===== config.mk =====
export PLATFORM = sky130hd
export DESIGN_NAME = stack_sequencer
export DESIGN_NICKNAME = d
export VERILOG_FILES = /design/src/rtl/stack_sequencer.sv
export SDC_FILE = /design/constraint.sdc
export NUM_CORES = 1
export LEC_CHECK = 0
export ABC_AREA = 1
export ABC_CLOCK_PERIOD_IN_PS = 4000
export CAP_MARGIN = 20
export CORE_MARGIN = 2
export CORE_UTILIZATION = 52
export DETAILED_ROUTE_END_ITERATION = 10
export PLACE_DENSITY_LB_ADDON = 0.1
export SETUP_SLACK_MARGIN = 0.02
export SYNTH_ARGS = -nofsm -noshare
export SYNTH_HDL_FRONTEND = slang
export SYNTH_SLANG_ARGS = --single-unit

===== constraint.sdc =====
create_clock -name clk -period 4 [get_ports clk]
set_input_delay 0.4 -clock clk [delete_from_list [all_inputs] [get_ports clk]]
set_output_delay 0.4 -clock clk [all_outputs]
set_load 0.1 [all_outputs]

===== src/rtl/stack_sequencer.sv =====
// stack_sequencer
//
// Multi-cycle controller that walks the STACK_* push/pop register-list masks
// one slot per stack transfer. Pops run first (highest slot first), then
// pushes (lowest slot first). Push data comes from the register file, pop
// data goes back to it, and a private SP copy is written back once in FIN.
//
// Ports:
//   clk, reset_n              clock, asynchronous active-low reset
//   start                     begin a sequence (ignored while busy)
//   push_mask, pop_mask       16-bit slot sets, sampled at start
//   sp_in                     current SP, sampled at start
//   busy, done                sequence in progress / one-cycle completion pulse
//   mem_req, mem_wr           stack transfer request (held until mem_ack), 1 = push
//   mem_addr, mem_wdata       SS offset and push data of the current transfer
//   mem_ack, mem_rdata        transfer complete, pop data
//   reg_rd_sel, reg_rd_data   register-file read port for push data
//   reg_wr_en/sel/data        register-file write port for popped data
//   sp_wr_en, sp_wr_data      final SP write-back, coincident with done

module stack_sequencer (
    input  logic        clk,
    input  logic        reset_n,
    input  logic        start,
    input  logic [15:0] push_mask,
    input  logic [15:0] pop_mask,
    input  logic [15:0] sp_in,
    output logic        busy,
    output logic        done,
    output logic        mem_req,
    output logic        mem_wr,
    output logic [15:0] mem_addr,
    output logic [15:0] mem_wdata,
    input  logic        mem_ack,
    input  logic [15:0] mem_rdata,
    output logic [3:0]  reg_rd_sel,
    input  logic [15:0] reg_rd_data,
    output logic        reg_wr_en,
    output logic [3:0]  reg_wr_sel,
    output logic [15:0] reg_wr_data,
    output logic        sp_wr_en,
    output logic [15:0] sp_wr_data
);

    typedef enum logic [1:0] {
        IDLE = 2'd0,
        POP  = 2'd1,
        PUSH = 2'd2,
        FIN  = 2'd3
    } state_t;

    // Slot 4 is SP itself: it is never written back on pop, and on push it
    // stores the SP value as it was before the sequence began.
    localparam logic [3:0] SP_SLOT = 4'd4;

    state_t      state;
    state_t      state_next;

    logic [15:0] push_bits;
    logic [15:0] pop_bits;
    logic [15:0] sp;
    logic [15:0] orig_sp;

    logic [3:0]  push_slot;
    logic [3:0]  pop_slot;
    logic [15:0] push_remaining;
    logic [15:0] pop_remaining;

    // Lowest set bit of the push set (scan from the top so the last hit wins).
    always_comb begin
        push_slot = 4'd0;
        for (int i = 15; i >= 0; i--) begin
            if (push_bits[i]) begin
                push_slot = 4'(i);
            end
        end
        push_remaining = push_bits & ~(16'h0001 << push_slot);
    end

    // Highest set bit of the pop set (scan from the bottom so the last hit wins).
    always_comb begin
        pop_slot = 4'd0;
        for (int i = 0; i < 16; i++) begin
            if (pop_bits[i]) begin
                pop_slot = 4'(i);
            end
        end
        pop_remaining = pop_bits & ~(16'h0001 << pop_slot);
    end

    always_ff @(posedge clk or negedge reset_n) begin
        if (!reset_n) begin
            state <= IDLE;
        end else begin
            state <= state_next;
        end
    end

    // Working masks and SP copy. A reset discards the partially updated SP.
    always_ff @(posedge clk or negedge reset_n) begin
        if (!reset_n) begin
            push_bits <= 16'h0000;
            pop_bits  <= 16'h0000;
            sp        <= 16'h0000;
            orig_sp   <= 16'h0000;
        end else begin
            case (state)
                IDLE: begin
                    if (start) begin
                        push_bits <= push_mask;
                        pop_bits  <= pop_mask;
                        sp        <= sp_in;
                        orig_sp   <= sp_in;
                    end
                end
                POP: begin
                    if (mem_ack) begin
                        pop_bits <= pop_remaining;
                        sp       <= sp + 16'd2;
                    end
                end
                PUSH: begin
                    if (mem_ack) begin
                        push_bits <= push_remaining;
                        sp        <= sp - 16'd2;
                    end
                end
                default: begin
                end
            endcase
        end
    end

    // Next state and all outputs. The bus fields depend only on registered
    // state (and the register-file read), so they hold steady across waits.
    always_comb begin
        state_next  = state;
        busy        = 1'b0;
        done        = 1'b0;
        mem_req     = 1'b0;
        mem_wr      = 1'b0;
        mem_addr    = 16'h0000;
        mem_wdata   = 16'h0000;
        reg_rd_sel  = 4'd0;
        reg_wr_en   = 1'b0;
        reg_wr_sel  = 4'd0;
        reg_wr_data = 16'h0000;
        sp_wr_en    = 1'b0;
        sp_wr_data  = 16'h0000;

        case (state)
            IDLE: begin
                if (start) begin
                    if (pop_mask != 16'h0000) begin
                        state_next = POP;
                    end else if (push_mask != 16'h0000) begin
                        state_next = PUSH;
                    end else begin
                        state_next = FIN;
                    end
                end
            end

            POP: begin
                busy     = 1'b1;
                mem_req  = 1'b1;
                mem_addr = sp;
                if (mem_ack) begin
                    if (pop_slot != SP_SLOT) begin
                        reg_wr_en   = 1'b1;
                        reg_wr_sel  = pop_slot;
                        reg_wr_data = mem_rdata;
                    end
                    if (pop_remaining == 16'h0000) begin
                        state_next = (push_bits != 16'h0000) ? PUSH : FIN;
                    end
                end
            end

            PUSH: begin
                busy       = 1'b1;
                reg_rd_sel = push_slot;
                mem_req    = 1'b1;
                mem_wr     = 1'b1;
                mem_addr   = sp - 16'd2;
                mem_wdata  = (push_slot == SP_SLOT) ? orig_sp : reg_rd_data;
                if (mem_ack && (push_remaining == 16'h0000)) begin
                    state_next = FIN;
                end
            end

            FIN: begin
                busy       = 1'b1;
                done       = 1'b1;
                sp_wr_en   = 1'b1;
                sp_wr_data = sp;
                state_next = IDLE;
            end

            default: begin
                state_next = IDLE;
            end
        endcase
    end

endmodule

### Yosys cells after proc, flatten, opt, wreduce, memory -nomap -nowiden

Index checks and enable logic that the tools add are counted.

| word-level totals | value |
|---|---|
| flip-flop bits (word level) | 66 |
| bits in latches | 0 |
| memory bits (writable) | 0 |
| memory bits (read-only) | 0 |
| word-level logic and storage cells | 107 |
| memories | 0 |

| cells by class | value |
|---|---|
| add/subtract/negate cells | 2 |
| multipliers | 0 |
| div/mod/pow operators | 0 |
| magnitude comparators | 0 |
| equal/unequal tests | 10 |
| shift operators | 2 |
| muxes and demuxes | 67 |
| bitwise logic cells | 4 |
| reductions and logical operators | 17 |

Operator list:

| kind | number |
|---|---|
| $mux 16 | 13 |
| $mux 4 | 34 |
| $pmux 16 s2 | 3 |
| $pmux 16 s3 | 1 |
| $reduce_bool 16->1 | 3 |
| $and 16x16->16 | 2 |
| $logic_not 16->1 | 2 |
| $not 16->16 | 2 |
| $shl 1x4->16 const A | 2 |
| $add 16x2->16 const B | 1 |
| $sub 16x2->16 const B | 1 |
| $mux 1 | 10 |
| $mux 2 | 5 |
| $ne 2x2->1 const B | 5 |
| $pmux 2 s4 | 1 |
| $reduce_and 4->1 | 2 |
| $reduce_and 3->1 | 2 |
| $eq 2x2->1 const B | 2 |
| $eq 4x3->1 const B | 1 |
| $ne 4x3->1 const B | 1 |
| $reduce_bool 2->1 | 2 |
| $reduce_bool 3->1 | 1 |
| $reduce_or 3->1 | 1 |
| $eq 2x1->1 const B | 1 |
| 4 further kinds | 4 |

### Depth between registers and ports, before layout

| depth | value |
|---|---|
| depth in word-level cells | 23 |
| depth in mapped cells | 26 |
| depth with buffers taken out | 26 |

### Worst setup path after synthesis

Ideal clock, no wire load.

| timing path | value |
|---|---|
| path type | register -> output |
| start point | register state[0] |
| end point | output mem_addr[1] |
| arrival | 4409 ps |
| required time | 3600 ps |
| slack | -809 ps |
| cell stages (with the launch flop) | 8 |
| buffers on the path | 3 |
| cell sequence | dfrtp_1 -> inv_1 -> ha_1 -> clkbuf_1 -> clkinv_1 -> clkbuf_1 -> buf_1 -> o21ai_0 |

| on the way | value |
|---|---|
| word-level cells in the longest chain between the ends | 2 |
| elaborated cells between the ends (all ways) | 3 |

Ends and longest elaborated chain:

| what | line | text |
|---|---|---|
| start, declared | 56 | `state_t state;` |
| start signal, assigned | 95 | `state <= state_next;` |
| $eq 2x2->1 / $eq 2x1->1 (equally long branches) | 151 | `case (state)` |
| $pmux 16 s2 * | 151 |  |
| end, declared | 32 | `output logic [15:0] mem_addr,` |

Mark *: on every way between the ends. The rest lies on a longest branch, timed or not.

### Worst setup path in the final report

| timing path | value |
|---|---|
| start point | register push_bits[13] |
| end point | output mem_wdata[10] |

| on the way | value |
|---|---|
| word-level cells in the longest chain between the ends | 17 |

Ends and longest elaborated chain:

| what | line | text |
|---|---|---|
| start, declared | 59 | `logic [15:0] push_bits;` |
| start signal, assigned | 110 | `push_bits <= push_mask;` |
| start signal, assigned | 124 | `push_bits <= push_remaining;` |
| $mux 4 (14 in series) | 73 | `if (push_bits[i]) begin` |
| $eq 4x3->1 | 186 | `mem_wdata = (push_slot == SP_SLOT) ? orig_sp : reg_rd_data;` |
| $mux 16 | 186 |  |
| $mux 16 | 151 |  |
| end, declared | 33 | `output logic [15:0] mem_wdata,` |

Every way passes these cells.

==> impl_summary.txt <==
----------------------------------------------------
[Run status]
  Outcome ... completed

[Pwr]
  Switching fraction of total power ... 58.0%
  Net switching power of the design ... 3.87 mW
  Tot Pwr ... 6.67 mW
  Clock network power share ... 11.5%
  Leakage power figure ... 3.39 nW
  Share of total power in combinational logic ... 68.5%
  Power per cell area ... 926 nW/um2
  VDD IR-drop max ... 0.000599 V
  Cell Int Power ... 2.80 mW
  Flop pwr share ... 20.0%

[Final layout]
  NumNets Final ... 1023
  Antenna diodes ... 0
  Most frequent standard cell in the layout excluding fill and tap cells ... nand2_1
  Top library cells by usage in the layout, fill and taps aside ... 129 x nand2_1, 115 x inv_1, 85 x clkdlybuf4s50_1
  Syn-to-layout area delta ... 39.3%
  Proportion of layout cells with a drive suffix above 1 ... 18.9%

[Clock network]
  Gates resized, CTS repair ... 0
  TritonCTS Buffers ... 9
  TritonCTS clock tree ... built
  CTS Root Buffer Type ... clkbuf_8
  Number of buffers inserted for hold repair after clock tree synthesis ... 0
  Clock Sink Count ... 66
  H-tree lvl count ... 3
  Source-to-sink clock delay at the later pin of the worst-skew pair ... 360 ps
  Post-CTS repair timing setup buffer count ... 0
  Max Root-Sink Buffers ... 2
  Clock Pin Slew Worst Setup and Hold Paths ... 80 ps

[Hold path]
  Path category of the worst min-delay check ... input pin to async pin

[Die]
  Core area ... 9730 um2
  Placement row count ... 36
  Die width ... 104 um
  Boundary Pins ... 162
  Height of the chip ... 104 um
  Overall die area ... 10700 um2
  Initial core utilization ... 53.1%

[Drt]
  Detailed-router iteration count before antenna repair ... 5
  Remaining number of nets flagged by the antenna check after routing ... 0
  Routed wire length ... 17000 um
  Avg WL per Cell ... 15.8 um
  Number of vias after detailed routing ... 6029
  DRC violations left ... 0
  Iteration-0 DRC Markers ... 302
  DR vias/cell ... 5.63

[Worst setup path]
  Critical Path Source Type ... flop
  Max FO, Critical Path ... 33
  Category of the critical setup timing path ... flop to output port
  Critical path arrival ... 3120 ps
  Worst Setup End Kind ... output port
  Critical path data required time ... 3600 ps

[Global route]
  Vias in the first global route ... 5747
  Total congestion overflow ... 0
  Initial antenna violation count ... 0
  Global Route Usage Sum ... 31.7%
  Largest net degree at the start of global routing ... 47
  Wire length of the first global-routing pass ... 28000 um

[Logic synthesis]
  Synthesized area per cell ... 6.60 um2
  Cell type contributing the most total cell area after synthesis ... dfrtp_1
  Fraction of post-synthesis cell area in the top cell type by area ... 32.0%
  Sequential-to-total area share from yosys stat ... 32.0%
  Register bit count reported by yosys ... 66
  YS warnings ... 0
  Synth unique cells ... 37
  Mapped cell area ... 5160 um2
  Leading cell types by total area after synthesis ... dfrtp_1 32%, nand2_1 9.4%, inv_1 8.4%
  Post-Syn Instances ... 783
  Net count of the mapped netlist ... 874

[Timing]
  Worst setup skew after layout ... 12.6 ps
  Total Negative Setup Slacks ... 0 ps
  Remaining max-slew budget at the tightest pin ... 34.8%
  Worst setup margin ... 478 ps
  Setup violators final ... 0
  Max Transition Viols Final ... 0
  Portion of the clock cycle consumed by the worst path in the final layout ... 88.0%
  Worst-margin pin slew ... 977 ps
  Setup repair after global routing missed its margin ... false
  Final count of hold timing violations ... 0
  Time the worst path needs with I/O delays and setup ... 3520 ps
  Upper clock frequency limit ... 0.284 GHz

[Placed design]
  Gp weighted congestion ... 0.912
  Port Buf Inserts ... 161
  Worst slack at placement ... 945 ps
  Sum of net half-perimeters after detailed placement ... 12700 um

[Run]
  Maxcap violations ... 0

----------------------------------------------------
## cells by family (layout without fill, tap and decap cells)
| logic type | after synthesis | in the layout | share of synthesized area (%) |
|---|---|---|---|
| flops | 66 | 66 | 32.0 |
| xor+xnor | 1 | 1 | 0.170 |
| mux | 15 | 15 | 3.27 |
| simple gates | 290 | 290 | 25.3 |
| fa+ha+maj | 7 | 7 | 1.70 |
| compound gates | 221 | 221 | 24.2 |
| buf+inv | 183 | 337 | 13.4 |
## per-layer routing
metal / vias to the layer above / global-route usage (%) / wire, um / share of wire (%)
met5: - / 0 / 0 / 0
met4: 0 / 12.8 / 514 / 3.0
met3: 37 / 6.73 / 1420 / 8.4
met2: 307 / 54.7 / 8300 / 49
met1: 2785 / 38.7 / 6720 / 40
li1: 2900 / - / - / -
## cell type report
class,instances,area [um2]
clock inverter,7,141
fill,795,2530
inverter,149,559
clock buffer,9,124
tap,133,166
timing repair buffer,172,1710
sequential,66,1650
multi-input combinational,534,2840
## path summary, 6_finish.rpt
kind | from | to | slack, ps | cells past startpoint
worst max-delay path | push_bits[13] | mem_wdata[10] | 480 | 19
worst min-delay path | reset_n | pop_bits[15] | 170 | 1
worst max register to register | push_bits[13] | state[1] | 1000 | 24
worst min register to register | pop_bits[0] | pop_bits[0] | 500 | 2
max in group asynchronous | reset_n | push_bits[9] | 2890 | 2
min in group clk | pop_bits[0] | pop_bits[0] | 500 | 2
## synthesized netlist by cell type
cell type  number
buf_4           1
o21bai_1        2
inv_2          29
a31oi_4         1
nand2_2         5
buf_1           5
a21oi_2         1
mux2_2         15
nor2_4          3
buf_2           2
nand4_2         1
o311ai_0        2
xor2_1          1
dfrtp_1        66
ha_1            7
nor3_2          4
nor3_1          8
nor4_2          1
nor2_1         69
o21ai_0        81
a21oi_1        63
a21oi_4         2
o22ai_1        18
a211oi_1        1
o21ai_1        25
or4_1           2
clkbuf_1       26
clkinv_1        5
nor4_1          6
nor2_2          7
o211ai_1       22
nand4_1        16
o31ai_1         2
nand2_1       129
o41ai_1         1
inv_1         115
nand3_1        39
## flip-flops by register name, summed over array words and instances (netlist names)
signal and flops:
pop_bits 16, state 2, sp 16, orig_sp 16, push_bits 16
## critical path, stage by stage (launching register included)
cell,delay (ps)
dfrtp_1,420
inv_2,90
nand2_1,50
nand2_1,60
nand2_1,50
nand2_1,50
nand2_1,40
nand2_1,50
nand2_1,40
nand2_1,60
nand2_1,50
nand2_1,50
nand2_1,80
nand2_2,110
nand2_1,100
nand2_2,100
nand4_2,560
o21ai_0,440
a21oi_1,70
buf_4,260
## power by group through the flow
| stage | combinational (mW) | sequential [mW] | clock, mW |
|---|---|---|---|
| finish | 4.57 | 1.33 | 0.768 |
| global route | 4.94 | 1.37 | 0.803 |
| CTS | 4.53 | 1.32 | 0.771 |
| detailed placement | 4.51 | 1.33 | 0 |
| global placement | 4.43 | 1.31 | 0 |
| floorplan | 3.45 | 1.23 | 0 |
## per-stage QoR
step	util, %	cells	hold slack (ps)	cell area (um2)
floorplan	-	783	104	5180
CTS	74.0	1070	202	7200
global route	74.0	1070	263	7200
detailed placement	71.2	1054	481	6930
global placement	71.2	1054	465	6930
finish	74.0	1070	173	7200
Power figures use the tool's default switching activity.
